$ cat src/rtl/shift_pkg.sv
// Shared types for the shift sequencer: shift modes and controller states.
package shift_pkg;

    typedef enum logic [1:0] {
        SLL = 2'b00,
        SRL = 2'b01,
        ROL = 2'b10,
        ROR = 2'b11
    } shift_mode_t;

    typedef enum logic [1:0] {
        IDLE  = 2'b00,
        SHIFT = 2'b01,
        DONE  = 2'b10
    } seq_state_t;

endpackage

$ cat src/rtl/shift_sequencer_if.sv
// Job request / result handshake between a requester and the shift sequencer.
interface shift_sequencer_if #(
    parameter int unsigned WIDTH = 8
);
    localparam int unsigned CNT_W = $clog2(WIDTH);

    logic                    start_valid;
    logic                    start_ready;
    logic [WIDTH-1:0]        operand;
    logic [CNT_W-1:0]        amount;
    shift_pkg::shift_mode_t  mode;
    logic [WIDTH-1:0]        result;
    logic                    carry;
    logic                    busy;
    logic                    done;
    logic                    result_ready;

    modport master (
        output start_valid, operand, amount, mode, result_ready,
        input  start_ready, result, carry, busy, done
    );

    modport slave (
        input  start_valid, operand, amount, mode, result_ready,
        output start_ready, result, carry, busy, done
    );

endinterface

$ cat src/rtl/shift1_unit.sv
// One-position shift/rotate stage; out_bit is the bit that leaves (or wraps).
module shift1_unit
    import shift_pkg::*;
#(
    parameter int unsigned WIDTH = 8
) (
    input  logic [WIDTH-1:0] value,
    input  shift_mode_t      mode,
    output logic [WIDTH-1:0] next_value,
    output logic             out_bit
);

    always_comb begin
        next_value = value;
        out_bit    = 1'b0;
        case (mode)
            SLL: begin
                next_value = {value[WIDTH-2:0], 1'b0};
                out_bit    = value[WIDTH-1];
            end
            SRL: begin
                next_value = {1'b0, value[WIDTH-1:1]};
                out_bit    = value[0];
            end
            ROL: begin
                next_value = {value[WIDTH-2:0], value[WIDTH-1]};
                out_bit    = value[WIDTH-1];
            end
            ROR: begin
                next_value = {value[0], value[WIDTH-1:1]};
                out_bit    = value[0];
            end
            default: ;
        endcase
    end

endmodule

$ cat src/rtl/shift_sequencer.sv
// Multi-cycle shift controller: steps shift1_unit once per clock for `amount` edges
// and holds the result until the consumer acknowledges it.
module shift_sequencer
    import shift_pkg::*;
#(
    parameter int unsigned WIDTH = 8
) (
    input  logic              clk,
    input  logic              rst_n,
    shift_sequencer_if.slave  bus
);

    localparam int unsigned CNT_W = $clog2(WIDTH);

    seq_state_t       state_q;
    logic [WIDTH-1:0] result_q;
    logic [CNT_W-1:0] count_q;
    shift_mode_t      mode_q;
    logic             carry_q;

    logic [WIDTH-1:0] shifted;
    logic             shift_out;

    shift1_unit #(
        .WIDTH (WIDTH)
    ) u_shift1 (
        .value      (result_q),
        .mode       (mode_q),
        .next_value (shifted),
        .out_bit    (shift_out)
    );

    always_ff @(posedge clk or negedge rst_n) begin
        if (!rst_n) begin
            state_q  <= IDLE;
            result_q <= '0;
            count_q  <= '0;
            mode_q   <= SLL;
            carry_q  <= 1'b0;
        end else begin
            case (state_q)
                IDLE: begin
                    if (bus.start_valid) begin
                        result_q <= bus.operand;
                        count_q  <= bus.amount;
                        mode_q   <= bus.mode;
                        carry_q  <= 1'b0;
                        state_q  <= (bus.amount == '0) ? DONE : SHIFT;
                    end
                end
                SHIFT: begin
                    result_q <= shifted;
                    carry_q  <= shift_out;
                    count_q  <= count_q - CNT_W'(1);
                    // Last step: the counter is about to reach zero.
                    if (count_q == CNT_W'(1)) begin
                        state_q <= DONE;
                    end
                end
                DONE: begin
                    if (bus.result_ready) begin
                        state_q <= IDLE;
                    end
                end
                default: state_q <= IDLE;
            endcase
        end
    end

    assign bus.start_ready = (state_q == IDLE);
    assign bus.busy        = (state_q == SHIFT);
    assign bus.done        = (state_q == DONE);
    assign bus.result      = result_q;
    assign bus.carry       = carry_q;

endmodule

$ cat src/flat_wrapper.sv
// flat-port wrapper written by rule: the top's interface ports become plain ports
module shift_sequencer_flat import shift_pkg::*;
#(
    parameter int unsigned WIDTH = 8
)
  (clk, rst_n, bus_start_valid, bus_operand, bus_amount, bus_mode, bus_result_ready, bus_start_ready, bus_result, bus_carry, bus_busy, bus_done);
  shift_sequencer_if #(.WIDTH(WIDTH)) bus_i ();
  input  logic clk;
  input  logic rst_n;
  input wire logic [$bits(bus_i.start_valid)-1:0] bus_start_valid;
  input wire logic [$bits(bus_i.operand)-1:0] bus_operand;
  input wire logic [$bits(bus_i.amount)-1:0] bus_amount;
  input wire logic [$bits(bus_i.mode)-1:0] bus_mode;
  input wire logic [$bits(bus_i.result_ready)-1:0] bus_result_ready;
  output wire logic [$bits(bus_i.start_ready)-1:0] bus_start_ready;
  output wire logic [$bits(bus_i.result)-1:0] bus_result;
  output wire logic [$bits(bus_i.carry)-1:0] bus_carry;
  output wire logic [$bits(bus_i.busy)-1:0] bus_busy;
  output wire logic [$bits(bus_i.done)-1:0] bus_done;
  assign bus_i.start_valid = bus_start_valid;
  assign bus_i.operand = bus_operand;
  assign bus_i.amount = bus_amount;
  assign bus_i.mode = bus_mode;
  assign bus_i.result_ready = bus_result_ready;
  assign bus_start_ready = bus_i.start_ready;
  assign bus_result = bus_i.result;
  assign bus_carry = bus_i.carry;
  assign bus_busy = bus_i.busy;
  assign bus_done = bus_i.done;
  shift_sequencer #(.WIDTH(WIDTH)) u_core (.clk(clk), .rst_n(rst_n), .bus(bus_i));
endmodule
$ cat config.mk
export PLATFORM = sky130hd
export DESIGN_NAME = shift_sequencer_flat
export DESIGN_NICKNAME = d
export VERILOG_FILES = /design/src/rtl/shift_pkg.sv /design/src/rtl/shift_sequencer_if.sv /design/src/rtl/shift1_unit.sv /design/src/rtl/shift_sequencer.sv /design/src/flat_wrapper.sv
export SDC_FILE = /design/constraint.sdc
export NUM_CORES = 1
export LEC_CHECK = 0
export BUFFER_PORTS_ARGS = -buffer_cell sky130_fd_sc_hd__buf_4
export CORE_MARGIN = 1
export CORE_UTILIZATION = 53
export DETAILED_ROUTE_END_ITERATION = 8
export PLACE_DENSITY_LB_ADDON = 0.1
export SKIP_LAST_GASP = 1
export SLEW_MARGIN = 20
export SYNTH_ARGS = -nofsm -noshare
export SYNTH_HDL_FRONTEND = slang
export SYNTH_SLANG_ARGS = --single-unit
$ cat constraint.sdc
create_clock -name clk -period 3.9 [get_ports clk]
set_input_delay 0.78 -clock clk [delete_from_list [all_inputs] [get_ports clk]]
set_output_delay 0.78 -clock clk [all_outputs]
set_load 0.03 [all_outputs]
==> results.txt <==
* Number of antenna violations at the first check in global routing: 0
- Across the run, the number of max-cap violations was 0.
* Proportion of register bits with asynchronous set or reset after synthesis: 1.00
- Initial DRC Count: 18
- Mean cell area of the mapped netlist: 10.2 µm²
- Routed length per instance: 15.8 µm
* Peak fanout along the critical path: 12
- Number of enable-type register cells in the synthesized netlist: 0
- For this configuration, the core starts out at a cell density of 0.598.
- Final worst hold slack: 0.324 ns
- Pin count of the biggest net entering global routing: 17
* Cell area after synthesis: 942 µm²
- Worst Hold Class: input pin to async pin
* Status: finished clean
- Worst Max-Slew Pin Slew: 0.423 ns
- Global-route usage over all layers: 0.237
- Max H-tree Level: 1
- Number of global-route vias before repair: 705
* Number of buffers created by CTS: 3
- Between clock sinks in the finished design, the worst skew comes to 0.00452 ns.
- Setup slack closes at 1.66 ns.
- IR analysis of the VDD net gives a maximum drop of 0.549 mV.
- Ratio of cells with drive above 1 in the final layout: 0.368
* Area of all placed cells without fillers: 0.00114 mm²
- For this design the static power due to leakage is 0.508 nW.
* Clock-pin slew reported for the worst setup and hold paths after clock tree synthesis: 0.09 ns
- Buffers placed on the I/O ports in this run total 28.
* Most common library cell in the layout ignoring fill and taps: buf_4
* Main synth FF type: dfrtp_1
* Fmax achieved: 447 MHz
- Hpwl dp: 1510 µm
- Relative slew slack: 0.718
- First-pass GRT wire length: 3290 µm
* Clock latency reported for the late side of the worst-skew pair: 0.29 ns
* Hold Violations, Final: 0
* RSZ-0062 raised after global routing: false
- Util after Layout: 0.724
- Setup total negative slack on the finished layout was measured at 0 ns.
- Overall die area: 0.00195 mm²
* Number of failing setup endpoints in the final timing report: 0
- TritonCTS built the clock tree.
- Synthesis-stage register bit count: 16
- After global routing the overflow that remains totals 0.
- After clock tree synthesis, the setup repair step added 0 buffers.
- CTS saw 16 sinks.
- After detailed routing, the number of vias per cell comes to 6.05.
* Total placed instance area: 0.00112 mm²
* Remaining antenna violation count after routing: 0
- Dividing the final minimum period by the clock period gives 0.574.
- Area growth from synthesis to layout: 21.1%
* Final-report max-slew violation count: 0
- Post-CTS Hold Buffers: 0
- Power per cell area: 915 mW/mm²
- Inserted Diodes: 0
* Kind of launch point of the worst setup path: flop
- CORE AREA: 0.00158 mm²
- DR pass1 iterations: 6
- Drt drc: 0
* Number of resized instances in the post-cts repair step: 0
- Boundary pin count: 29
- Category of the worst setup path capture point: output pin
* Number of rows in the core area: 14
- Counting every net in the synthesized netlist gives 111.
- Worst setup path category: flop to output pin
* Count of cell types in the netlist: 31
- Net count reported at finish: 138
- For this run, the register share of the synthesized area comes to 0.425.
* Cells after synthesis: 92
- Final wirelength: 2110 µm
* Root buffer cell: clkbuf_4
- Maximum buffer depth of the clock tree: 2
- Via count: 805
- Most used cells in the layout excluding fill and tap cells: 28 x buf_4, 16 x dfrtp_1, 13 x o22ai_1
- Before CTS, the worst setup slack after placement is 2.00 ns.
- Final weighted congestion in routability-driven placement: 0.805
- Required time at the worst-slack endpoint: 3.12 ns
- Die X-Extent: 44.2 µm
* Time the final worst path needs with I/O delays and setup: 2.24 ns
- DIE HEIGHT: 44.2 µm
- Arr. time, crit path: 1.46 ns
- Synth warn: 0
==> cell usage after synthesis (2+ instances only) <==
cell | number | area share
dfrtp_1 | 16 | 0.42
o22ai_1 | 13 | 0.086
a21oi_1 | 10 | 0.053
mux2_2 | 7 | 0.084
inv_1 | 5 | 0.020
nor2_1 | 5 | 0.020
buf_6 | 3 | 0.036
nor3_1 | 3 | 0.016
o21ai_0 | 3 | 0.016
a22oi_1 | 2 | 0.016
buf_4 | 2 | 0.016
ha_1 | 2 | 0.027
nand2b_1 | 2 | 0.013
nor2b_1 | 2 | 0.013
==> registers in the layout (all words and copies together), names as in the netlist <==
signal,cells
u_core.bus.result,8
u_core.state_q,2
u_core.mode_q,2
u_core.bus.carry,1
u_core.count_q,3
==> per-stage QoR <==
| stage | total power, mW | cells |
|---|---|---|
| after detailed placement | 0.952 | 130 |
| final | 1.04 | 133 |
| after global routing | 1.11 | 133 |
| after CTS | 1.04 | 133 |
| after global placement | 0.935 | 130 |
| after floorplan | 0.805 | 92 |
==> cell families after synthesis <==
group,share of synthesized area
adder cells (fa/ha/maj),0.0266
AND/OR/NAND/NOR,0.114
buffers and inverters,0.0810
AO/OA/AOI/OAI,0.259
multiplexers,0.0943
flip-flops,0.425
==> worst max-delay path: stages, from the launching register on <==
cell and delay [ns]:
dfrtp_1 0.56, nand2b_2 0.33, inv_1 0.09, buf_4 0.18
==> path summary, 6_finish.rpt <==
path	startpoint	end	slack, ns	depth (start not counted)
setup reg to reg	u_core.state_q[1]$_DFFE_PN0P_	u_core.bus.result[0]$_DFFE_PN0P_	2.49	3
setup / recovery	u_core.state_q[1]$_DFFE_PN0P_	bus_busy	1.66	3
hold / removal	rst_n	u_core.count_q[2]$_DFFE_PN0P_	0.32	1
hold reg to reg	u_core.bus.carry$_DFFE_PN0P_	u_core.bus.carry$_DFFE_PN0P_	0.50	2
min in group clk	u_core.bus.carry$_DFFE_PN0P_	u_core.bus.carry$_DFFE_PN0P_	0.50	2
max in group asynchronous	rst_n	u_core.bus.result[6]$_DFFE_PN0P_	3.39	1
==> final cells by class <==
cell class / count / area, µm²
multi-input combinational: 64 / 465
fill: 126 / 435
sequential: 16 / 400
timing repair buffer: 28 / 210
clock buffer: 3 / 22.5
inverter: 6 / 22.5
tap: 16 / 20.0
==> power by group <==
part	internal [mW]	leakage, nW	switching (mW)
Clock	0.0360	0.0138	0.0534
Combinational	0.264	0.308	0.317
Sequential	0.249	0.185	0.125
Total	0.549	0.508	0.495
==> per-layer routing <==
| metal | routed length (µm) | GRT usage |
|---|---|---|
| met5 | 0 | 0 |
| met4 | 39 | 0.127 |
| met3 | 97 | 0.0245 |
| met2 | 949 | 0.359 |
| met1 | 1020 | 0.335 |
Note: power is estimated with default switching activity, not from simulation.
